<file path="src/rtl/aes_pkg.sv">
// Shared AES definitions: forward/inverse S-box byte tables and the iterator FSM state type.
package aes_pkg;

  typedef enum logic [1:0] {
    ST_IDLE = 2'd0,
    ST_BUSY = 2'd1,
    ST_DONE = 2'd2
  } state_e;

  localparam logic [7:0] SBOX_FWD [256] = '{
    8'h63, 8'h7c, 8'h77, 8'h7b, 8'hf2, 8'h6b, 8'h6f, 8'hc5, 8'h30, 8'h01, 8'h67, 8'h2b, 8'hfe, 8'hd7, 8'hab, 8'h76,
    8'hca, 8'h82, 8'hc9, 8'h7d, 8'hfa, 8'h59, 8'h47, 8'hf0, 8'had, 8'hd4, 8'ha2, 8'haf, 8'h9c, 8'ha4, 8'h72, 8'hc0,
    8'hb7, 8'hfd, 8'h93, 8'h26, 8'h36, 8'h3f, 8'hf7, 8'hcc, 8'h34, 8'ha5, 8'he5, 8'hf1, 8'h71, 8'hd8, 8'h31, 8'h15,
    8'h04, 8'hc7, 8'h23, 8'hc3, 8'h18, 8'h96, 8'h05, 8'h9a, 8'h07, 8'h12, 8'h80, 8'he2, 8'heb, 8'h27, 8'hb2, 8'h75,
    8'h09, 8'h83, 8'h2c, 8'h1a, 8'h1b, 8'h6e, 8'h5a, 8'ha0, 8'h52, 8'h3b, 8'hd6, 8'hb3, 8'h29, 8'he3, 8'h2f, 8'h84,
    8'h53, 8'hd1, 8'h00, 8'hed, 8'h20, 8'hfc, 8'hb1, 8'h5b, 8'h6a, 8'hcb, 8'hbe, 8'h39, 8'h4a, 8'h4c, 8'h58, 8'hcf,
    8'hd0, 8'hef, 8'haa, 8'hfb, 8'h43, 8'h4d, 8'h33, 8'h85, 8'h45, 8'hf9, 8'h02, 8'h7f, 8'h50, 8'h3c, 8'h9f, 8'ha8,
    8'h51, 8'ha3, 8'h40, 8'h8f, 8'h92, 8'h9d, 8'h38, 8'hf5, 8'hbc, 8'hb6, 8'hda, 8'h21, 8'h10, 8'hff, 8'hf3, 8'hd2,
    8'hcd, 8'h0c, 8'h13, 8'hec, 8'h5f, 8'h97, 8'h44, 8'h17, 8'hc4, 8'ha7, 8'h7e, 8'h3d, 8'h64, 8'h5d, 8'h19, 8'h73,
    8'h60, 8'h81, 8'h4f, 8'hdc, 8'h22, 8'h2a, 8'h90, 8'h88, 8'h46, 8'hee, 8'hb8, 8'h14, 8'hde, 8'h5e, 8'h0b, 8'hdb,
    8'he0, 8'h32, 8'h3a, 8'h0a, 8'h49, 8'h06, 8'h24, 8'h5c, 8'hc2, 8'hd3, 8'hac, 8'h62, 8'h91, 8'h95, 8'he4, 8'h79,
    8'he7, 8'hc8, 8'h37, 8'h6d, 8'h8d, 8'hd5, 8'h4e, 8'ha9, 8'h6c, 8'h56, 8'hf4, 8'hea, 8'h65, 8'h7a, 8'hae, 8'h08,
    8'hba, 8'h78, 8'h25, 8'h2e, 8'h1c, 8'ha6, 8'hb4, 8'hc6, 8'he8, 8'hdd, 8'h74, 8'h1f, 8'h4b, 8'hbd, 8'h8b, 8'h8a,
    8'h70, 8'h3e, 8'hb5, 8'h66, 8'h48, 8'h03, 8'hf6, 8'h0e, 8'h61, 8'h35, 8'h57, 8'hb9, 8'h86, 8'hc1, 8'h1d, 8'h9e,
    8'he1, 8'hf8, 8'h98, 8'h11, 8'h69, 8'hd9, 8'h8e, 8'h94, 8'h9b, 8'h1e, 8'h87, 8'he9, 8'hce, 8'h55, 8'h28, 8'hdf,
    8'h8c, 8'ha1, 8'h89, 8'h0d, 8'hbf, 8'he6, 8'h42, 8'h68, 8'h41, 8'h99, 8'h2d, 8'h0f, 8'hb0, 8'h54, 8'hbb, 8'h16
  };

  localparam logic [7:0] SBOX_INV [256] = '{
    8'h52, 8'h09, 8'h6a, 8'hd5, 8'h30, 8'h36, 8'ha5, 8'h38, 8'hbf, 8'h40, 8'ha3, 8'h9e, 8'h81, 8'hf3, 8'hd7, 8'hfb,
    8'h7c, 8'he3, 8'h39, 8'h82, 8'h9b, 8'h2f, 8'hff, 8'h87, 8'h34, 8'h8e, 8'h43, 8'h44, 8'hc4, 8'hde, 8'he9, 8'hcb,
    8'h54, 8'h7b, 8'h94, 8'h32, 8'ha6, 8'hc2, 8'h23, 8'h3d, 8'hee, 8'h4c, 8'h95, 8'h0b, 8'h42, 8'hfa, 8'hc3, 8'h4e,
    8'h08, 8'h2e, 8'ha1, 8'h66, 8'h28, 8'hd9, 8'h24, 8'hb2, 8'h76, 8'h5b, 8'ha2, 8'h49, 8'h6d, 8'h8b, 8'hd1, 8'h25,
    8'h72, 8'hf8, 8'hf6, 8'h64, 8'h86, 8'h68, 8'h98, 8'h16, 8'hd4, 8'ha4, 8'h5c, 8'hcc, 8'h5d, 8'h65, 8'hb6, 8'h92,
    8'h6c, 8'h70, 8'h48, 8'h50, 8'hfd, 8'hed, 8'hb9, 8'hda, 8'h5e, 8'h15, 8'h46, 8'h57, 8'ha7, 8'h8d, 8'h9d, 8'h84,
    8'h90, 8'hd8, 8'hab, 8'h00, 8'h8c, 8'hbc, 8'hd3, 8'h0a, 8'hf7, 8'he4, 8'h58, 8'h05, 8'hb8, 8'hb3, 8'h45, 8'h06,
    8'hd0, 8'h2c, 8'h1e, 8'h8f, 8'hca, 8'h3f, 8'h0f, 8'h02, 8'hc1, 8'haf, 8'hbd, 8'h03, 8'h01, 8'h13, 8'h8a, 8'h6b,
    8'h3a, 8'h91, 8'h11, 8'h41, 8'h4f, 8'h67, 8'hdc, 8'hea, 8'h97, 8'hf2, 8'hcf, 8'hce, 8'hf0, 8'hb4, 8'he6, 8'h73,
    8'h96, 8'hac, 8'h74, 8'h22, 8'he7, 8'had, 8'h35, 8'h85, 8'he2, 8'hf9, 8'h37, 8'he8, 8'h1c, 8'h75, 8'hdf, 8'h6e,
    8'h47, 8'hf1, 8'h1a, 8'h71, 8'h1d, 8'h29, 8'hc5, 8'h89, 8'h6f, 8'hb7, 8'h62, 8'h0e, 8'haa, 8'h18, 8'hbe, 8'h1b,
    8'hfc, 8'h56, 8'h3e, 8'h4b, 8'hc6, 8'hd2, 8'h79, 8'h20, 8'h9a, 8'hdb, 8'hc0, 8'hfe, 8'h78, 8'hcd, 8'h5a, 8'hf4,
    8'h1f, 8'hdd, 8'ha8, 8'h33, 8'h88, 8'h07, 8'hc7, 8'h31, 8'hb1, 8'h12, 8'h10, 8'h59, 8'h27, 8'h80, 8'hec, 8'h5f,
    8'h60, 8'h51, 8'h7f, 8'ha9, 8'h19, 8'hb5, 8'h4a, 8'h0d, 8'h2d, 8'he5, 8'h7a, 8'h9f, 8'h93, 8'hc9, 8'h9c, 8'hef,
    8'ha0, 8'he0, 8'h3b, 8'h4d, 8'hae, 8'h2a, 8'hf5, 8'hb0, 8'hc8, 8'heb, 8'hbb, 8'h3c, 8'h83, 8'h53, 8'h99, 8'h61,
    8'h17, 8'h2b, 8'h04, 8'h7e, 8'hba, 8'h77, 8'hd6, 8'h26, 8'he1, 8'h69, 8'h14, 8'h63, 8'h55, 8'h21, 8'h0c, 8'h7d
  };

endpackage

</file>
<file path="src/rtl/aes_sbox_lane.sv">
// One combinational S-box byte lane; the inverse table exists only when SUB_BYTE_ITER_INV_EN is defined.
module aes_sbox_lane
  import aes_pkg::*;
(
  input  logic [7:0] data,
  input  logic       inv,
  output logic [7:0] result
);

`ifdef SUB_BYTE_ITER_INV_EN
  assign result = inv ? SBOX_INV[data] : SBOX_FWD[data];
`else
  logic unused_inv;
  assign unused_inv = inv;
  assign result     = SBOX_FWD[data];
`endif

endmodule

</file>
<file path="src/rtl/sub_byte_iter.sv">
// Iterative AES SubBytes: LANES S-boxes walk the state one chunk per cycle, LSB chunk first.
// Optional inverse S-box support is compiled in with SUB_BYTE_ITER_INV_EN.
module sub_byte_iter
  import aes_pkg::*;
#(
  parameter int DATA_WIDTH = 128,
  parameter int LANES      = 4
) (
  input  logic                  clk,
  input  logic                  rst,
  input  logic                  in_valid,
  output logic                  in_ready,
  input  logic                  in_inv,
  input  logic [DATA_WIDTH-1:0] in_data,
  output logic                  out_valid,
  input  logic                  out_ready,
  output logic [DATA_WIDTH-1:0] out_data,
  output logic                  busy
);

  localparam int NUM_BYTES  = DATA_WIDTH / 8;
  localparam int NUM_CHUNKS = NUM_BYTES / LANES;
  localparam int CHUNK_W    = LANES * 8;
  localparam int CNT_W      = (NUM_CHUNKS > 1) ? $clog2(NUM_CHUNKS) : 1;
  localparam logic [CNT_W-1:0] LAST_CHUNK = CNT_W'(NUM_CHUNKS - 1);

  generate
    if ((DATA_WIDTH % 8) != 0 || (NUM_BYTES % LANES) != 0) begin : g_bad_params
      $error("sub_byte_iter: DATA_WIDTH must be a multiple of 8 and DATA_WIDTH/8 a multiple of LANES");
    end
  endgenerate

  state_e                state_reg, state_next;
  logic [CNT_W-1:0]      cnt_reg;
  logic [DATA_WIDTH-1:0] work_reg;
  logic [CHUNK_W-1:0]    lane_in, lane_out;
  logic                  inv_sel;
  logic                  accept;
  logic                  last_chunk;

  // in_ready is gated by rst so nothing is offered while reset is held.
  assign in_ready   = (state_reg == ST_IDLE) && !rst;
  assign accept     = in_valid && in_ready;
  assign last_chunk = (cnt_reg == LAST_CHUNK);
  assign out_data   = work_reg;

  always_ff @(posedge clk or posedge rst) begin
    if (rst) state_reg <= ST_IDLE;
    else     state_reg <= state_next;
  end

  always_comb begin
    state_next = state_reg;
    out_valid  = 1'b0;
    busy       = 1'b0;
    case (state_reg)
      ST_IDLE: if (accept) state_next = ST_BUSY;
      ST_BUSY: begin
        busy = 1'b1;
        if (last_chunk) state_next = ST_DONE;
      end
      ST_DONE: begin
        busy      = 1'b1;
        out_valid = 1'b1;
        if (out_ready) state_next = ST_IDLE;
      end
      default: state_next = ST_IDLE;
    endcase
  end

  // Working register doubles as the result; it is overwritten chunk by chunk in place.
  always_ff @(posedge clk or posedge rst) begin
    if (rst) begin
      cnt_reg  <= '0;
      work_reg <= '0;
    end else if (accept) begin
      cnt_reg  <= '0;
      work_reg <= in_data;
    end else if (state_reg == ST_BUSY) begin
      for (int c = 0; c < NUM_CHUNKS; c++) begin
        if (cnt_reg == CNT_W'(c)) work_reg[c*CHUNK_W +: CHUNK_W] <= lane_out;
      end
      if (!last_chunk) cnt_reg <= cnt_reg + 1'b1;
    end
  end

`ifdef SUB_BYTE_ITER_INV_EN
  logic inv_reg;
  always_ff @(posedge clk or posedge rst) begin
    if (rst)         inv_reg <= 1'b0;
    else if (accept) inv_reg <= in_inv;
  end
  assign inv_sel = inv_reg;
`else
  logic unused_in_inv;
  assign unused_in_inv = in_inv;
  assign inv_sel       = 1'b0;
`endif

  always_comb begin
    lane_in = '0;
    for (int c = 0; c < NUM_CHUNKS; c++) begin
      if (cnt_reg == CNT_W'(c)) lane_in = work_reg[c*CHUNK_W +: CHUNK_W];
    end
  end

  generate
    for (genvar gi = 0; gi < LANES; gi++) begin : g_lane
      aes_sbox_lane u_lane (
        .data   (lane_in[gi*8 +: 8]),
        .inv    (inv_sel),
        .result (lane_out[gi*8 +: 8])
      );
    end
  endgenerate

endmodule

</file>
<file path="config.mk">
export PLATFORM = sky130hd
export DESIGN_NAME = sub_byte_iter
export DESIGN_NICKNAME = d
export VERILOG_FILES = /design/src/rtl/aes_pkg.sv /design/src/rtl/aes_sbox_lane.sv /design/src/rtl/sub_byte_iter.sv
export SDC_FILE = /design/constraint.sdc
export NUM_CORES = 1
export LEC_CHECK = 0
export ABC_AREA = 1
export BUFFER_PORTS_ARGS = -buffer_cell sky130_fd_sc_hd__buf_4
export CAP_MARGIN = 0
export CELL_PAD_IN_SITES_DETAIL_PLACEMENT = 1
export CELL_PAD_IN_SITES_GLOBAL_PLACEMENT = 2
export CORE_MARGIN = 5
export CORE_UTILIZATION = 33
export DETAILED_ROUTE_END_ITERATION = 12
export PLACE_DENSITY_LB_ADDON = 0.25
export SYNTH_ARGS = -nofsm -noshare
export SYNTH_HDL_FRONTEND = slang
export SYNTH_SLANG_ARGS = --single-unit
</file>
<file path="constraint.sdc">
create_clock -name clk -period 7.7 [get_ports clk]
set_input_delay 1.54 -clock clk [delete_from_list [all_inputs] [get_ports clk]]
set_output_delay 1.54 -clock clk [all_outputs]
set_load 0.03 [all_outputs]
</file>
==> run_results.csv <==
group,metric,value,unit
setup_path,r2r_setup_slack,2.50,ns
cts,h-tree-depth,4,
floorplan,initial_core_util,0.331,
timing,fin_crit_sh,0.675,
detailed_routing,route.antenna.remaining_nets,0,
grt,antenna_found_initial,7,
detailed_routing,vias_per_cell,6.11,
cts,cts.sinks,132,
detailed_routing,drcViolationCount,0,
synthesis,synth_seq_cells,132,
floorplan,die_y,256,um
min_path,whs_path_depth,2,
detailed_routing,wl,120,mm
timing,setup_slack,2.50,ns
cts,cts_buffers,17,
floorplan,core-area,60000,um^2
setup_path,arrival,5.58,ns
synthesis,yosysSeqAreaShare,0.166,
timing,fmax,192,MHz
floorplan,num_rows,90,
grt,grt_max_degree,86,
synthesis,synthesis.instances,3593,
floorplan,pin_count,264,
synthesis,ys_warn_count,0,
synthesis,syn_area,19900,um^2
setup_path,crit_path_max_incr_delay,0.72,ns
min_path,min_path_type,"flop to flop",
setup_path,r2r-start,"cnt_reg[0]$_DFFE_PP0P_",
synthesis,synth.distinct_cells,45,
timing,max_slew.worst_pin.slew,1.19,ns
synthesis,yosys.area.top_type,"nand3_1",
cts,cts.hold.buffers_added,0,
cts,cts_buffer_depth,2,
setup_path,cp_data_required_time,8.08,ns
placement,gp_congestion,1.01,
detailed_routing,vias,27344,
timing,finalSetupViolations,0,
setup_path,cp-start-kind,"flop",
setup_path,end_kind,"flop",
cells_and_area,largest_reg_flops,128,
min_path,worstHoldStart,"state_reg[1]$_DFFE_PP0P_",
timing,slew_viol_final,0,
floorplan,dieWidth,256,um
setup_path,cp_num_buf_inv,4,
cts,cts_resized,0,
setup_path,reg2regPathDepth,19,
grt,grt_pass1_wl,179,mm
grt,grt_pass1_vias,27319,
timing,maxSlewHeadroom,0.209,
detailed_routing,wl_per_cell,26.9,um
cells_and_area,fin_cells,4473,
detailed_routing,drtIter0Drc,3410,
cts,cts_root_buffer,"clkbuf_16",
run_status,status,"completed",
setup_path,cpMaxStageDelayCell,"ha_2",
cts,clk_pin_slew,0.07,ns
cells_and_area,drive_above_1_share,0.127,
setup_path,reg2reg_to,"out_data[113]$_DFFE_PP0P_",
placement,detailed_place_hpwl,84.5,mm
synthesis,postSynthNetCount,3789,
cts,insertion_delay,0.51,ns
setup_path,crit_type,"flop to flop",
timing,setup_tns,0,ns
cells_and_area,nets,3868,
timing,hold_viol,0,
timing,min_period,5.20,ns
cells_and_area,design_area,22500,um^2
grt,gr-usage-all-layers,0.351,
synthesis,synth.most_common_cell,"nand2_1",
cts,cts_tree,"yes",
placement,pre_cts_ws,2.70,ns
min_path,hold_end,"state_reg[1]$_DFFE_PP0P_",
detailed_routing,dr.pass1.iters,6,
placement,dp.cells,4435,
setup_path,cp-startpoint,"cnt_reg[0]$_DFFE_PP0P_",
cts,cts_setup_buffers,0,
cells_and_area,area_growth,13.3,%
synthesis,ys_top_cells_by_count,"1117 x nand2_1, 1080 x nand3_1, 263 x inv_1",
synthesis,syn_avg_cell_area,5.54,um^2
synthesis,synth_enable_flop_cells,0,
setup_path,crit_chain,"inv_1 > ha_2 > buf_4 > a21oi_2 > nand2_1 > nand2_1 > ha_1 > inv_1 > nand3_1 > nand2_1 > inv_1 > nand2_1 > o211ai_1 > nand3_1 > nand3_1 > nand3_1 > nand2_1 > nand3_1 > nand2_1",
setup_path,path_common_cell,"nand2_1",
timing,skew,0.0172,ns
setup_path,cpLargestDelayFamily,"simple AND/OR/NAND/NOR gates",
synthesis,synth_ff_type,"dfrtp_1",
placement,portBuffers,262,
floorplan,dieArea,65300,um^2
synthesis,netlist_top_cells_area,"nand3_1 27%, nand2_1 21%, dfrtp_1 17%",
synthesis,yosys.area.top_type_share,0.272,
job,drv_cap,0,
setup_path,critPathMaxFanout,25,
grt,overflow,0,
synthesis,async_flop_share,1.00,
placement,postPlaceCellArea,21900,um^2
timing,rsz0062_at_grt,"false",
==> logic make-up (layout without fill, tap and decap cells) <==
group	count (synthesis)	after routing	synth area share
adders and majority gates	63	63	0.0396
other	0	6	0
AOI/OAI and AO/OA	384	384	0.119
and+or+nand+nor	2485	2485	0.555
buffers and inverters	529	621	0.121
DFF	132	132	0.166
==> through the flow <==
stage | utilization | hold slack [ns]
detailed placement | 0.365 | 0.513
finish | 0.376 | 0.529
global placement | 0.365 | 0.496
global route | 0.375 | 0.570
CTS | 0.375 | 0.529
floorplan | - | 0.478
==> worst register-to-register path: stages, from the launching register on <==
cell and delay, ns:
dfrtp_1 0.43, inv_1 0.15, ha_2 0.72, buf_4 0.57, a21oi_2 0.18, nand2_1 0.11
nand2_1 0.50, ha_1 0.48, inv_1 0.09, nand3_1 0.48, nand2_1 0.36, inv_1 0.10
nand2_1 0.12, o211ai_1 0.15, nand3_1 0.12, nand3_1 0.09, nand3_1 0.11, nand2_1 0.17
nand3_1 0.11, nand2_1 0.07
==> per-layer routing <==
layer  routed length, um  part of all wire  global-route usage
met5                  10          0.000083                   0
met4                6580             0.055               0.179
met3               10500             0.088              0.0765
met2               53800              0.45               0.553
met1               49300              0.41               0.454
==> cell type report <==
type,instances,area [um^2]
Sequential cell,132,3300
Clock buffer,19,443
Clock inverter,13,173
Timing Repair Buffer,304,2280
Multi-Input combinational cell,2932,14300
Fill cell,8296,37500
Tap cell,782,978
Antenna cell,6,15.0
Inverter,285,1080
==> cells in the final DEF (no fill, tap or decap), types with 9 or more instances in the layout <==
cell type,n
dfrtp_1,132
ha_1,60
buf_4,304
nor2_1,177
inv_1,261
nand2_1,1108
o21ai_0,88
nand2_2,48
nand4_1,35
nand2_4,13
a22o_1,9
o211ai_1,32
nand3_1,1080
a21oi_1,173
clkbuf_16,17
o21bai_1,24
inv_2,17
a21oi_2,12
o21ai_1,12
==> worst max path at each step <==
stage / to / slack [ns] / depth (start not counted)
after floorplan: cnt_reg[0]$_DFFE_PP0P_ / 2.63 / 1
after global placement: out_data[122]$_DFFE_PP0P_ / 2.81 / 18
after detailed placement: out_data[113]$_DFFE_PP0P_ / 2.70 / 19
after CTS: out_data[113]$_DFFE_PP0P_ / 2.68 / 19
after global routing: out_data[49]$_DFFE_PP0P_ / 2.38 / 19
final: out_data[113]$_DFFE_PP0P_ / 2.50 / 19
Power is not shown: default switching activity piles up to over one toggle a cycle in this logic, so the estimate is an artifact.
